`config.mk`:
```
export PLATFORM = sky130hd
export DESIGN_NAME = lsu_ctrl
export DESIGN_NICKNAME = d
export VERILOG_FILES = /design/src/rtl/lsu_pkg.sv /design/src/rtl/lsu_load_align.sv /design/src/rtl/lsu_ctrl.sv
export SDC_FILE = /design/constraint.sdc
export NUM_CORES = 1
export LEC_CHECK = 0
export BUFFER_PORTS_ARGS = -buffer_cell sky130_fd_sc_hd__buf_2
export CAP_MARGIN = 20
export CORE_MARGIN = 2
export CORE_UTILIZATION = 47
export CTS_CLUSTER_SIZE = 16
export DETAILED_ROUTE_END_ITERATION = 6
export PLACE_DENSITY = 0.84
export SETUP_SLACK_MARGIN = 0.15
export SLEW_MARGIN = 20
export SYNTH_ARGS = -nofsm -noshare
export SYNTH_HDL_FRONTEND = slang
export SYNTH_HIERARCHICAL = 1
export SYNTH_SLANG_ARGS = --single-unit
```
`constraint.sdc`:
```
create_clock -name clk -period 3.64 [get_ports clk]
set_input_delay 0.364 -clock clk [delete_from_list [all_inputs] [get_ports clk]]
set_output_delay 0.364 -clock clk [all_outputs]
set_load 0.03 [all_outputs]
```
`src/rtl/lsu_pkg.sv`:
```
// Shared encodings and helpers for the load/store unit: funct3 codes, FSM state
// encoding, op classification and store lane formatting.
package lsu_pkg;

  localparam logic [2:0] F3_LB   = 3'b000;
  localparam logic [2:0] F3_LH   = 3'b001;
  localparam logic [2:0] F3_LW   = 3'b010;
  localparam logic [2:0] F3_LBU  = 3'b100;
  localparam logic [2:0] F3_LHU  = 3'b101;
  localparam logic [2:0] F3_SB   = 3'b000;
  localparam logic [2:0] F3_SH   = 3'b001;
  localparam logic [2:0] F3_SW   = 3'b010;
  localparam logic [2:0] F3_NONE = 3'b111;

  // Legacy state encodings kept so existing debug tooling decodes the same values.
  localparam logic [1:0] ST_IDLE = 2'd0;
  localparam logic [1:0] ST_REQ  = 2'd1;
  localparam logic [1:0] ST_WAIT = 2'd2;
  localparam logic [1:0] ST_RESP = 2'd3;

  typedef enum logic [1:0] {
    S_IDLE = ST_IDLE,
    S_REQ  = ST_REQ,
    S_WAIT = ST_WAIT,
    S_RESP = ST_RESP
  } lsu_state_e;

  typedef enum logic [1:0] {
    OP_NOP,
    OP_LOAD,
    OP_STORE,
    OP_ERR
  } op_kind_e;

  function automatic op_kind_e classify_op(input logic [2:0] ld_f3,
                                           input logic [2:0] st_f3,
                                           input logic [1:0] addr_lo);
    op_kind_e kind;
    kind = OP_ERR;
    if (ld_f3 == F3_NONE && st_f3 == F3_NONE) begin
      kind = OP_NOP;
    end else if (ld_f3 != F3_NONE && st_f3 != F3_NONE) begin
      kind = OP_ERR;
    end else if (ld_f3 != F3_NONE) begin
      case (ld_f3)
        F3_LB, F3_LBU: kind = OP_LOAD;
        F3_LH, F3_LHU: kind = addr_lo[0] ? OP_ERR : OP_LOAD;
        F3_LW:         kind = (addr_lo == 2'b00) ? OP_LOAD : OP_ERR;
        default:       kind = OP_ERR;
      endcase
    end else begin
      case (st_f3)
        F3_SB:   kind = OP_STORE;
        F3_SH:   kind = addr_lo[0] ? OP_ERR : OP_STORE;
        F3_SW:   kind = (addr_lo == 2'b00) ? OP_STORE : OP_ERR;
        default: kind = OP_ERR;
      endcase
    end
    return kind;
  endfunction

  function automatic logic [3:0] store_mask(input logic [2:0] st_f3, input logic [1:0] addr_lo);
    logic [3:0] mask;
    case (st_f3)
      F3_SB:   mask = 4'b0001 << addr_lo;
      F3_SH:   mask = addr_lo[1] ? 4'b1100 : 4'b0011;
      F3_SW:   mask = 4'b1111;
      default: mask = '0;
    endcase
    return mask;
  endfunction

  function automatic logic [31:0] store_data(input logic [2:0] st_f3, input logic [31:0] wdata);
    logic [31:0] data;
    case (st_f3)
      F3_SB:   data = {4{wdata[7:0]}};
      F3_SH:   data = {2{wdata[15:0]}};
      F3_SW:   data = wdata;
      default: data = '0;
    endcase
    return data;
  endfunction

endpackage

```
`src/rtl/lsu_load_align.sv`:
```
// Selects the addressed byte/half lane of a read word and sign- or zero-extends
// it according to the load funct3.
module lsu_load_align
  import lsu_pkg::*;
(
  input  logic [1:0]  addr_lo,
  input  logic [2:0]  funct3,
  input  logic [31:0] word,
  output logic [31:0] result
);

  logic [7:0]  byte_v;
  logic [15:0] half_v;

  always_comb begin
    case (addr_lo)
      2'd0:    byte_v = word[7:0];
      2'd1:    byte_v = word[15:8];
      2'd2:    byte_v = word[23:16];
      default: byte_v = word[31:24];
    endcase
    half_v = addr_lo[1] ? word[31:16] : word[15:0];

    case (funct3)
      F3_LB:   result = {{24{byte_v[7]}}, byte_v};
      F3_LBU:  result = {24'b0, byte_v};
      F3_LH:   result = {{16{half_v[15]}}, half_v};
      F3_LHU:  result = {16'b0, half_v};
      F3_LW:   result = word;
      default: result = '0;
    endcase
  end

endmodule

```
`src/rtl/lsu_ctrl.sv`:
```
// Load/store unit controller: accepts one memory op at a time, runs a single
// request/response bus transaction with a WAIT timeout, and returns the result.
module lsu_ctrl
  import lsu_pkg::*;
#(
  parameter int unsigned TIMEOUT_CYCLES = 255
) (
  input  logic        clk,
  input  logic        rst,
  input  logic        in_valid,
  output logic        in_ready,
  input  logic [31:0] in_addr,
  input  logic [2:0]  in_is_load,
  input  logic [2:0]  in_is_store,
  input  logic [31:0] in_wdata,
  output logic        mem_req,
  input  logic        mem_gnt,
  output logic        mem_we,
  output logic [31:0] mem_addr,
  output logic [31:0] mem_wdata,
  output logic [3:0]  mem_wmask,
  input  logic        mem_rvalid,
  input  logic [31:0] mem_rdata,
  output logic        out_valid,
  input  logic        out_ready,
  output logic [31:0] out_rdata,
  output logic        out_err
);

  localparam int unsigned CNT_W = (TIMEOUT_CYCLES < 2) ? 1 : $clog2(TIMEOUT_CYCLES + 1);
  localparam logic [CNT_W-1:0] TIMEOUT_VAL = CNT_W'(TIMEOUT_CYCLES);

  lsu_state_e       state_q;
  logic [31:0]      addr_q;
  logic [2:0]       ld_f3_q;
  logic             mem_we_q;
  logic [31:0]      mem_wdata_q;
  logic [3:0]       mem_wmask_q;
  logic [31:0]      out_rdata_q;
  logic             out_err_q;
  logic [CNT_W-1:0] cnt_q;
  logic [CNT_W-1:0] cnt_nxt;
  op_kind_e         op_kind;
  logic [31:0]      load_data;

  lsu_load_align u_load_align (
    .addr_lo (addr_q[1:0]),
    .funct3  (ld_f3_q),
    .word    (mem_rdata),
    .result  (load_data)
  );

  always_comb begin
    op_kind = classify_op(in_is_load, in_is_store, in_addr[1:0]);
    cnt_nxt = cnt_q + CNT_W'(1);
  end

  always_ff @(posedge clk or posedge rst) begin
    if (rst) begin
      state_q     <= S_IDLE;
      addr_q      <= '0;
      ld_f3_q     <= F3_NONE;
      mem_we_q    <= 1'b0;
      mem_wdata_q <= '0;
      mem_wmask_q <= '0;
      out_rdata_q <= '0;
      out_err_q   <= 1'b0;
      cnt_q       <= '0;
    end else begin
      case (state_q)
        S_IDLE: begin
          if (in_valid) begin
            addr_q      <= in_addr;
            ld_f3_q     <= in_is_load;
            mem_we_q    <= (op_kind == OP_STORE);
            mem_wmask_q <= (op_kind == OP_STORE) ? store_mask(in_is_store, in_addr[1:0]) : '0;
            mem_wdata_q <= (op_kind == OP_STORE) ? store_data(in_is_store, in_wdata) : '0;
            out_rdata_q <= '0;
            out_err_q   <= (op_kind == OP_ERR);
            cnt_q       <= '0;
            state_q     <= (op_kind == OP_LOAD || op_kind == OP_STORE) ? S_REQ : S_RESP;
          end
        end
        S_REQ: begin
          if (mem_gnt) begin
            cnt_q   <= '0;
            state_q <= S_WAIT;
          end
        end
        S_WAIT: begin
          // rvalid wins over a timeout landing in the same cycle
          if (mem_rvalid) begin
            out_rdata_q <= mem_we_q ? '0 : load_data;
            state_q     <= S_RESP;
          end else if (cnt_nxt == TIMEOUT_VAL) begin
            cnt_q       <= cnt_nxt;
            out_rdata_q <= '0;
            out_err_q   <= 1'b1;
            state_q     <= S_RESP;
          end else begin
            cnt_q <= cnt_nxt;
          end
        end
        S_RESP: begin
          if (out_ready) begin
            state_q <= S_IDLE;
          end
        end
        default: state_q <= S_IDLE;
      endcase
    end
  end

  assign in_ready  = (state_q == S_IDLE);
  assign mem_req   = (state_q == S_REQ);
  assign mem_we    = mem_we_q;
  assign mem_addr  = {addr_q[31:2], 2'b00};
  assign mem_wdata = mem_wdata_q;
  assign mem_wmask = mem_wmask_q;
  assign out_valid = (state_q == S_RESP);
  assign out_rdata = out_rdata_q;
  assign out_err   = out_err_q;

endmodule

```
==> results of run 1 <==
## power by group
part	internal (mW)	leakage [nW]	switching, mW
registers	1.63	1.51	0.311
clock network	1.12	0.299	0.586
logic	1.03	2.17	1.79
total	3.77	3.98	2.69
## logic make-up (layout without fill, tap and decap cells)
family / after synthesis / count (layout) / share of synthesized area [%]
AOI/OAI and AO/OA: 204 / 204 / 21.8
xor gates and xnor gates: 2 / 2 / 0.377
adders and majority gates: 8 / 8 / 1.51
buffers and inverters: 88 / 260 / 7.99
DFF: 115 / 115 / 43.4
muxes: 71 / 71 / 12.2
other: 1 / 2 / 0.0565
and+or+nand+nor: 176 / 176 / 12.7
## layout make-up
cell class | instances | area (µm²)
fillers | 1229 | 5700
multi-input cells | 463 | 3250
flip-flops and latches | 115 | 2880
repair buffers | 219 | 1130
clock buffers | 25 | 515
well taps | 180 | 225
clock inverters | 7 | 95.1
inverters | 9 | 36.3
## path summary, 6_finish.rpt
path | from | end | slack, ns | cells after the start
setup / recovery | ld_f3_q[1]$_DFFE_PP1P_ | out_rdata[17]$_DFFE_PP0P_ | 1.00 | 5
hold / removal | rst | addr_q[6]$_DFFE_PP0P_ | 0.05 | 2
setup reg to reg | ld_f3_q[1]$_DFFE_PP1P_ | out_rdata[17]$_DFFE_PP0P_ | 1.00 | 5
hold reg to reg | mem_wmask[2]$_DFFE_PP0P_ | mem_wmask[2]$_DFFE_PP0P_ | 0.47 | 2
max in group asynchronous | rst | ld_f3_q[1]$_DFFE_PP1P_ | 2.76 | 3
min in group clk | in_addr[25] | addr_q[25]$_DFFE_PP0P_ | 0.18 | 2
## placed cells by master, fill, tap and decap left out, types with 3 or more instances in the layout
| master | count |
|---|---|
| a32oi_1 | 3 |
| o221ai_1 | 8 |
| a22oi_1 | 32 |
| nand3_1 | 24 |
| dfrtp_1 | 112 |
| a221o_1 | 3 |
| dfstp_2 | 3 |
| ha_1 | 8 |
| buf_2 | 210 |
| clkbuf_8 | 6 |
| nand2_1 | 83 |
| nor2b_1 | 14 |
| o211ai_2 | 11 |
| o21ai_1 | 10 |
| a21o_1 | 3 |
| o211ai_1 | 6 |
| clkbuf_16 | 17 |
| o21ai_0 | 47 |
| mux2_2 | 40 |
| nor2_1 | 20 |
| or2_2 | 3 |
| o21ai_2 | 20 |
| inv_1 | 8 |
| buf_4 | 8 |
| nand2b_1 | 11 |
| a21oi_1 | 33 |
| a22o_1 | 10 |
| mux2i_1 | 27 |
## synthesized netlist by cell type (3+ instances only)
master / count
a21o_1: 3
a21oi_1: 33
a221o_1: 3
a22o_1: 10
a22oi_1: 32
a32oi_1: 3
buf_2: 13
buf_4: 35
buf_6: 7
clkbuf_1: 24
dfrtp_1: 112
dfstp_2: 3
ha_1: 8
inv_1: 9
mux2_2: 40
mux2i_1: 27
nand2_1: 84
nand2b_1: 11
nand3_1: 24
nor2_1: 20
nor2b_1: 15
o211ai_1: 6
o211ai_2: 11
o21ai_0: 47
o21ai_1: 10
o21ai_2: 20
o221ai_1: 8
or2_2: 3
## sequential cells by signal, summed over array words and instances (netlist names)
register / cells
out_rdata: 32
state_q: 2
mem_wdata: 32
out_err: 1
addr_q: 32
mem_we: 1
ld_f3_q: 3
cnt_q: 8
mem_wmask: 4
## routing by layer
layer  part of all wire, %  wire length (µm)
met1                    42              7610
met2                    48              8730
met3                   7.3              1330
met4                   2.8               512
met5                     0                 0
## critical path, delay by kind of cell, from the launching register on
kind,cells,cell delay [ns]
AOI/OAI and AO/OA,4,1.11
DFF,1,0.79
and+or+nand+nor,1,0.60
==> results.ini, run 1 <==
[run_status]
status=finished, final reports clean

[global_routing]
first_global_vias=5423
grt_use_total_pct=24.1
gr-usage-met2_pct=38.9
antenna_found_initial=0
use_met1_pct=30.7
grt_start_max_net_pins=64
grtUsageMet3_pct=6.27
grt_overflow=0
grt_pass1_wl_um=27900
busiest_layer=met2

[clocking]
cts_buffer_depth=2
clkSinkCount=115
numCtsBuffers=17
cts_root_buf=clkbuf_16
h-tree-depth=4
cts_resized=0
clkTransAtPathRegs_ns=0.05
cts_tree=done
clock_latency_ns=0.41
cts_hold_buf=0
cts_setup_buffers=0

[floorplan]
initial_core_util_pct=48.0
io_pins=213
std_cell_rows=43
die_y_um=123
core_um2=13800
die_width_um=123
die_area_um2=15100

[synth]
syn_inst=665
yosys.area.top_type=dfrtp_1
yosys-top-cells-area=dfrtp_1 (42%), mux2_2 (6.8%), nand2_1 (4.7%)
ys_async_sr_fraction_pct=100
synth.top_cell.area_share_pct=42.2
syn-mean-instance-area_um2=9.99
synthFlopType=dfrtp_1
synth_seq_cells=115
ys_types=62
seq_area_frac_synth_pct=43.4
yosysWarnings=6
synth_edf_count=0
syn_area_um2=6640

[drt]
routedWlPerCell_um=17.9
routed_wirelength_um=18200
drc=0
postRouteAntennaNets=0
drt_iter0_drc=469
first_pass_iters=5
vias=5821
vias_per_cell=5.72

[placed_design]
place_area_um2=7520
dp_hpwl_um=12900
dpl_worst_slack_ns=1.02
port_buffers=210
placed_cells=986
gp_congestion=0.925

[worst_setup_path]
cp_data_required_time_ns=3.91
critPathKind=flip-flop to flip-flop
cp_slowest_cell=dfstp_2
crit_path_max_incr_delay_ns=0.79
path_cells=nand2b_1 -> a211o_1 -> o211ai_2 -> a22oi_1 -> o21ai_2
cp-start-kind=flip-flop
critPathArrivalTime_ns=2.91
worstPathMaxFanout=27
end_kind=flip-flop

[worst_hold_path]
min_path_type=input port to async pin

[timing]
tightest_slew_ns=1.01
slew_viol_final=0
whs_ns=0.0532
min_period_ns=2.64
setup_tns_ns=0
rsz0062_at_grt=false
finalClockSkew_ns=0.00993
hold_viol=0
period_share_pct=72.5
max_freq_mhz=379
slew_headroom_pct=32.5
layout_setup_ws_ns=1.00
setup_viol=0

[finish]
num_antenna_cells=0
synthToLayoutAreaGrowth_pct=22.4
fin_nets=941
stdcell_area_um2=8130
final_core_util_pct=58.8
drive_above_1_share_pct=40.8
finalNonFillerCells=1018

[power_and_ir_drop]
powerDensity_nw_per_um2=795
power.total_mw=6.46
p_leak_nw=3.98
peakVddDrop_mv=0.452

[run]
drv_cap=0

No activity file was read; power rests on OpenSTA's default activity.
==> run 2, diff against run 1 <==
==> constraint.sdc (replaced) <==
create_clock -name clk -period 2.3 [get_ports clk]
set_input_delay 0.23 -clock clk [delete_from_list [all_inputs] [get_ports clk]]
set_output_delay 0.23 -clock clk [all_outputs]
set_load 0.03 [all_outputs]
==> run 2 against run 1 <==
  * Sequential power is 54% higher
  * Clock skew is 0.0031 ns lower
  * Critical path type unchanged
  * Critical endpoint is now state_q[0]$_DFFE_PP0P_
  * Sequential cell count stayed put
  * First-iteration DRC count is 2.8% higher
  * Critical path depth is 2 higher
  * Combinational power is 71% higher
  * Core utilization is 1.9 points higher
  * Setup slack worse by 0.65 ns
  * Via count is 3.0% higher
  * Largest power group unchanged
==> results.ini, run 2 (same netlist as run 1, synthesis figures left out) <==
[timing]
hold_viol=0
slew_viol_final=0
slew_headroom_pct=52.6
period_share_pct=84.6
setup_viol=0
rsz0062_at_grt=false
max_freq_mhz=514
whs_ns=0.0482
setup_tns_ns=0
min_period_ns=1.95
tightest_slew_ns=0.710
finalClockSkew_ns=0.00682

[worst_setup_path]
cp_data_required_time_ns=2.59
critPathKind=flip-flop to flip-flop
end_kind=flip-flop
worstPathMaxFanout=33
cp-start-kind=flip-flop
critPathArrivalTime_ns=2.23

[floorplan]
die_width_um=123
die_y_um=123
die_area_um2=15100
initial_core_util_pct=48.0
io_pins=213
core_um2=13800
std_cell_rows=43

[finish]
drive_above_1_share_pct=42.1
synthToLayoutAreaGrowth_pct=26.4
final_common_cell=buf_2
fillers=1187
stdcell_area_um2=8400
final_core_util_pct=60.7
final_cell_mix=buf_2 (210), dfrtp_1 (112), nand2_1 (83)
finalNonFillerCells=1039
fin_nets=961

[global_routing]
grt_use_total_pct=25.1
grt_pass1_wl_um=29000
grt_overflow=0
antenna_found_initial=1
first_global_vias=5665
grt_start_max_net_pins=47

[clocking]
clock_latency_ns=0.41
h-tree-depth=4
cts_tree=done
cts_root_buf=clkbuf_16
clkTransAtPathRegs_ns=0.05
clkSinkCount=115
cts_buffer_depth=2
numCtsBuffers=17

[drt]
vias=5995
drt_iter0_drc=482
vias_per_cell=5.77
routed_wirelength_um=18600
routedWlPerCell_um=17.9
postRouteAntennaNets=0
first_pass_iters=6
drc=0

[power_and_ir_drop]
peakVddDrop_mv=0.613
powerDensity_nw_per_um2=1290
p_leak_nw=4.12

[placed_design]
port_buffers=210
gp_congestion=0.915
dp_hpwl_um=13500
placed_cells=1004
place_area_um2=7690

[worst_hold_path]
min_path_type=input port to flip-flop

[run_status]
status=finished, final reports clean

[run]
drv_cap=0

run 2: cell types whose count changed in the layout (fill, tap and decap cells not counted), sizes merged:
cell | previous run | this run
buf | 219 | 238
bufinv | 2 | 6
clkbuf | 25 | 23
clkinv | 4 | 3
diode | 0 | 1
dlygate4sd3 | 0 | 1
inv | 9 | 8
run 2: final cells by class:
| class | count | area [µm²] | area share, % |
|---|---|---|---|
| multi-input cells | 463 | 3250 | 38.7 |
| flip-flops and latches | 115 | 2880 | 34.3 |
| repair buffers | 239 | 1330 | 15.8 |
| clock buffers | 23 | 478 | 5.69 |
| well taps | 180 | 225 | 2.68 |
| clock inverters | 9 | 199 | 2.37 |
| inverters | 9 | 37.5 | 0.447 |
| diodes | 1 | 2.50 | 0.0298 |
run 2: through the flow:
step | setup slack, ns | power, mW
6_report | 0.354 | 10.8
5_1_grt | 0.201 | 11.4
4_1_cts | 0.264 | 10.8
3_5_place_dp | 0.270 | 7.80
3_3_place_gp | 0.339 | 7.67
2_1_floorplan | 0.328 | 6.83
run 2: worst paths after layout:
path	slack, ns	startpoint	endpoint	cells after the start
worst min register to register	0.47	mem_wmask[0]$_DFFE_PP0P_	mem_wmask[0]$_DFFE_PP0P_	2
max in group asynchronous	1.15	rst	addr_q[31]$_DFFE_PP0P_	4
worst min-delay path	0.05	in_addr[23]	addr_q[23]$_DFFE_PP0P_	2
min in group asynchronous	0.49	rst	addr_q[29]$_DFFE_PP0P_	3
worst max register to register	0.35	cnt_q[0]$_DFFE_PP0P_	state_q[0]$_DFFE_PP0P_	7
worst max-delay path	0.35	cnt_q[0]$_DFFE_PP0P_	state_q[0]$_DFFE_PP0P_	7
run 2: power breakdown:
group,switching [mW],internal (mW)
clock,0.910,2.12
combinational,3.03,1.80
sequential,0.407,2.58
run 2: timing repair:
item | in CTS | in global routing
buffers inserted | 0 | 1
gates resized for setup | 0 | 2
hold buffers | 1 | 0
endpoints found under the hold margin | 24 | 0
endpoints found under the setup margin | 0 | 40
run 2: metal layers:
metal / share of wire [%] / vias to the layer above / global-route usage [%]
met5: 0 / - / 0
met4: 3.3 / 0 / 11.7
met3: 8.9 / 44 / 6.60
met2: 48 / 313 / 40.4
met1: 40 / 2900 / 31.5
li1: - / 2738 / -
run 2: worst max-delay path, cell delays in order (launching register included):
cell,delay (ns)
dfrtp_1,0.45
ha_1,0.27
and3_2,0.26
xor2_2,0.15
o211ai_2,0.13
nor2_4,0.06
buf_12,0.18
o41a_1,0.32
==> run 3, diff against run 2 <==
--- a/config.mk
+++ b/config.mk
@@ -8,10 +8,10 @@
 export BUFFER_PORTS_ARGS = -buffer_cell sky130_fd_sc_hd__buf_2
 export CAP_MARGIN = 20
 export CORE_MARGIN = 2
-export CORE_UTILIZATION = 47
+export CORE_UTILIZATION = 52
 export CTS_CLUSTER_SIZE = 16
 export DETAILED_ROUTE_END_ITERATION = 6
-export PLACE_DENSITY = 0.84
+export PLACE_DENSITY = 0.87
 export SETUP_SLACK_MARGIN = 0.15
 export SLEW_MARGIN = 20
 export SYNTH_ARGS = -nofsm -noshare
==> constraint.sdc (replaced) <==
create_clock -name clk -period 2 [get_ports clk]
set_input_delay 0.2 -clock clk [delete_from_list [all_inputs] [get_ports clk]]
set_output_delay 0.2 -clock clk [all_outputs]
set_load 0.03 [all_outputs]
==> run 3 against run 2 <==
  * Combinational power increased by 21%
  * Cell count decreased by 0.29%
  * Hold slack got worse by 0.035 ns
  * Critical path depth increased by 1
  * Sequential share of layout area decreased by 0.50 points
  * Register-to-register slack got worse by 0.16 ns
  * Critical path type unchanged
==> results.ini, run 3 (same netlist as run 1, synthesis figures left out) <==
[clocking]
numCtsBuffers=17
h-tree-depth=4
cts_tree=done
clock_latency_ns=0.42
clkTransAtPathRegs_ns=0.05
cts_root_buf=clkbuf_16
cts_buffer_depth=2
clkSinkCount=115

[drt]
vias_per_cell=5.82
drt_iter0_drc=612
routedWlPerCell_um=17.8
vias=6029
first_pass_iters=6
drc=0
routed_wirelength_um=18400
postRouteAntennaNets=0

[power_and_ir_drop]
p_clk_share_pct=24.9
peakVddDrop_mv=0.834
p_seq_share_pct=27.8
powerDensity_nw_per_um2=1450
combPwrFrac_pct=47.2
p_int_mw=7.23
p_sw_share_pct=41.5
p_leak_nw=4.13
power.switching_mw=5.13

[worst_setup_path]
critical-path-top-delay-family=simple AND/OR/NAND/NOR gates
worst_path_most_repeated_cell=buf_12
end_kind=flip-flop
critPathArrivalTime_ns=2.10
cp_data_required_time_ns=2.29
crit_path_max_incr_delay_ns=0.39
worstPathMaxFanout=8
path_cells=ha_2 -> and3_2 -> xor2_2 -> o211ai_4 -> nor2_4 -> buf_12 -> buf_12 -> o21ai_0
critPathKind=flip-flop to flip-flop
cp_num_buf_inv=2
cp-start-kind=flip-flop
cp_slowest_cell=dfrtp_1

[floorplan]
initial_core_util_pct=52.9
die_y_um=117
core_um2=12600
die_width_um=117
io_pins=213
std_cell_rows=41
die_area_um2=13700

[timing]
hold_viol=0
tightest_slew_ns=0.732
setup_viol=0
setup_tns_ns=0
max_freq_mhz=552
slew_headroom_pct=51.2
period_share_pct=90.5
rsz0062_at_grt=true
finalClockSkew_ns=0.00962
slew_viol_final=0
min_period_ns=1.81

[finish]
final_core_util_pct=67.9
drive_above_1_share_pct=44.0
fillers=975
num_antenna_cells=0
final_cell_mix=buf_2 (210), dfrtp_1 (108), nand2_1 (83)
synthToLayoutAreaGrowth_pct=28.5
final_common_cell=buf_2
fin_nets=967

[global_routing]
first_global_vias=5588
grt_pass1_wl_um=27800
grt_start_max_net_pins=116
grt_use_total_pct=26.1
grt_overflow=0
antenna_found_initial=0

[placed_design]
gp_congestion=0.892
port_buffers=210
dp_hpwl_um=12200

[worst_hold_path]
min_path_type=input port to flip-flop

[run]
drv_cap=0

[run_status]
status=finished, final reports clean

[run 3: cell type report]
type	instances	area (µm²)	share of cell area [%]
timing repair buffer	245	1490	17.4
inverter	9	37.5	0.440
tap	172	215	2.52
sequential	115	2890	33.8
clock inverter	9	129	1.51
clock buffer	23	468	5.48
multi-input combinational	463	3310	38.8
[run 3: worst register-to-register path, cell delays in order (launching register included)]
cell and delay, ns:
dfrtp_1 0.39, ha_2 0.21, and3_2 0.25, xor2_2 0.18, o211ai_4 0.12, nor2_4 0.16, buf_12 0.15, buf_12 0.14
o21ai_0 0.09
[run 3: power groups by stage]
stage | Combinational, mW | Clock [mW] | Sequential [mW]
after floorplan | 4.14 | 0 | 3.72
after global placement | 5.44 | 0 | 3.40
after detailed placement | 5.52 | 0 | 3.45
after CTS | 5.58 | 3.12 | 3.42
after global routing | 6.22 | 3.23 | 3.53
final | 5.83 | 3.08 | 3.44
[run 3: path summary, 6_finish.rpt]
path                       slack, ns  cells after the start                         to                      start
setup / recovery                0.19                      8  out_rdata[31]$_DFFE_PP0P_       cnt_q[0]$_DFFE_PP0P_
setup reg to reg                0.19                      8  out_rdata[31]$_DFFE_PP0P_       cnt_q[0]$_DFFE_PP0P_
hold reg to reg                 0.48                      2  mem_wdata[30]$_DFFE_PP0P_  mem_wdata[30]$_DFFE_PP0P_
max in group asynchronous       0.98                      4      addr_q[1]$_DFFE_PP0P_                        rst
min in group asynchronous       0.50                      4  out_rdata[14]$_DFFE_PP0P_                        rst
hold / removal                  0.01                      2      addr_q[5]$_DFFE_PP0P_                 in_addr[5]
[run 3: repair_timing]
action                                  CTS  global route
pin swaps                                 1             5
hold buffers                              1             0
endpoints found under the setup margin   21            74
gates resized for setup                   2            23
hold endpoints to repair                 36             0
buffers inserted                          2             3
gates cloned                              0             3
[run 3: stage by stage]
| stage | cell area (µm²) | worst slack (ns) | hold slack, ns | power [mW] | instances |
|---|---|---|---|---|---|
| 2_1_floorplan | 6650 | 0.233 | 0.333 | 7.86 | 666 |
| 3_3_place_gp | 7720 | 0.0952 | 0.432 | 8.84 | 995 |
| 3_5_place_dp | 7720 | 0.0855 | 0.433 | 8.97 | 995 |
| 4_1_cts | 8340 | 0.153 | 0.00113 | 12.1 | 1030 |
| 5_1_grt | 8540 | 0.0667 | 0.00358 | 13.0 | 1036 |
| 6_report | 8540 | 0.189 | 0.0134 | 12.4 | 1036 |
[run 3: layer usage]
layer,wire [µm],GRT usage (%),part of all wire [%],vias up
li1,-,-,-,2746
met2,8800,41.1,48,334
met4,416,9.10,2.3,0
met1,7560,35.2,41,2896
met5,0,0,0,-
met3,1630,6.75,8.9,53
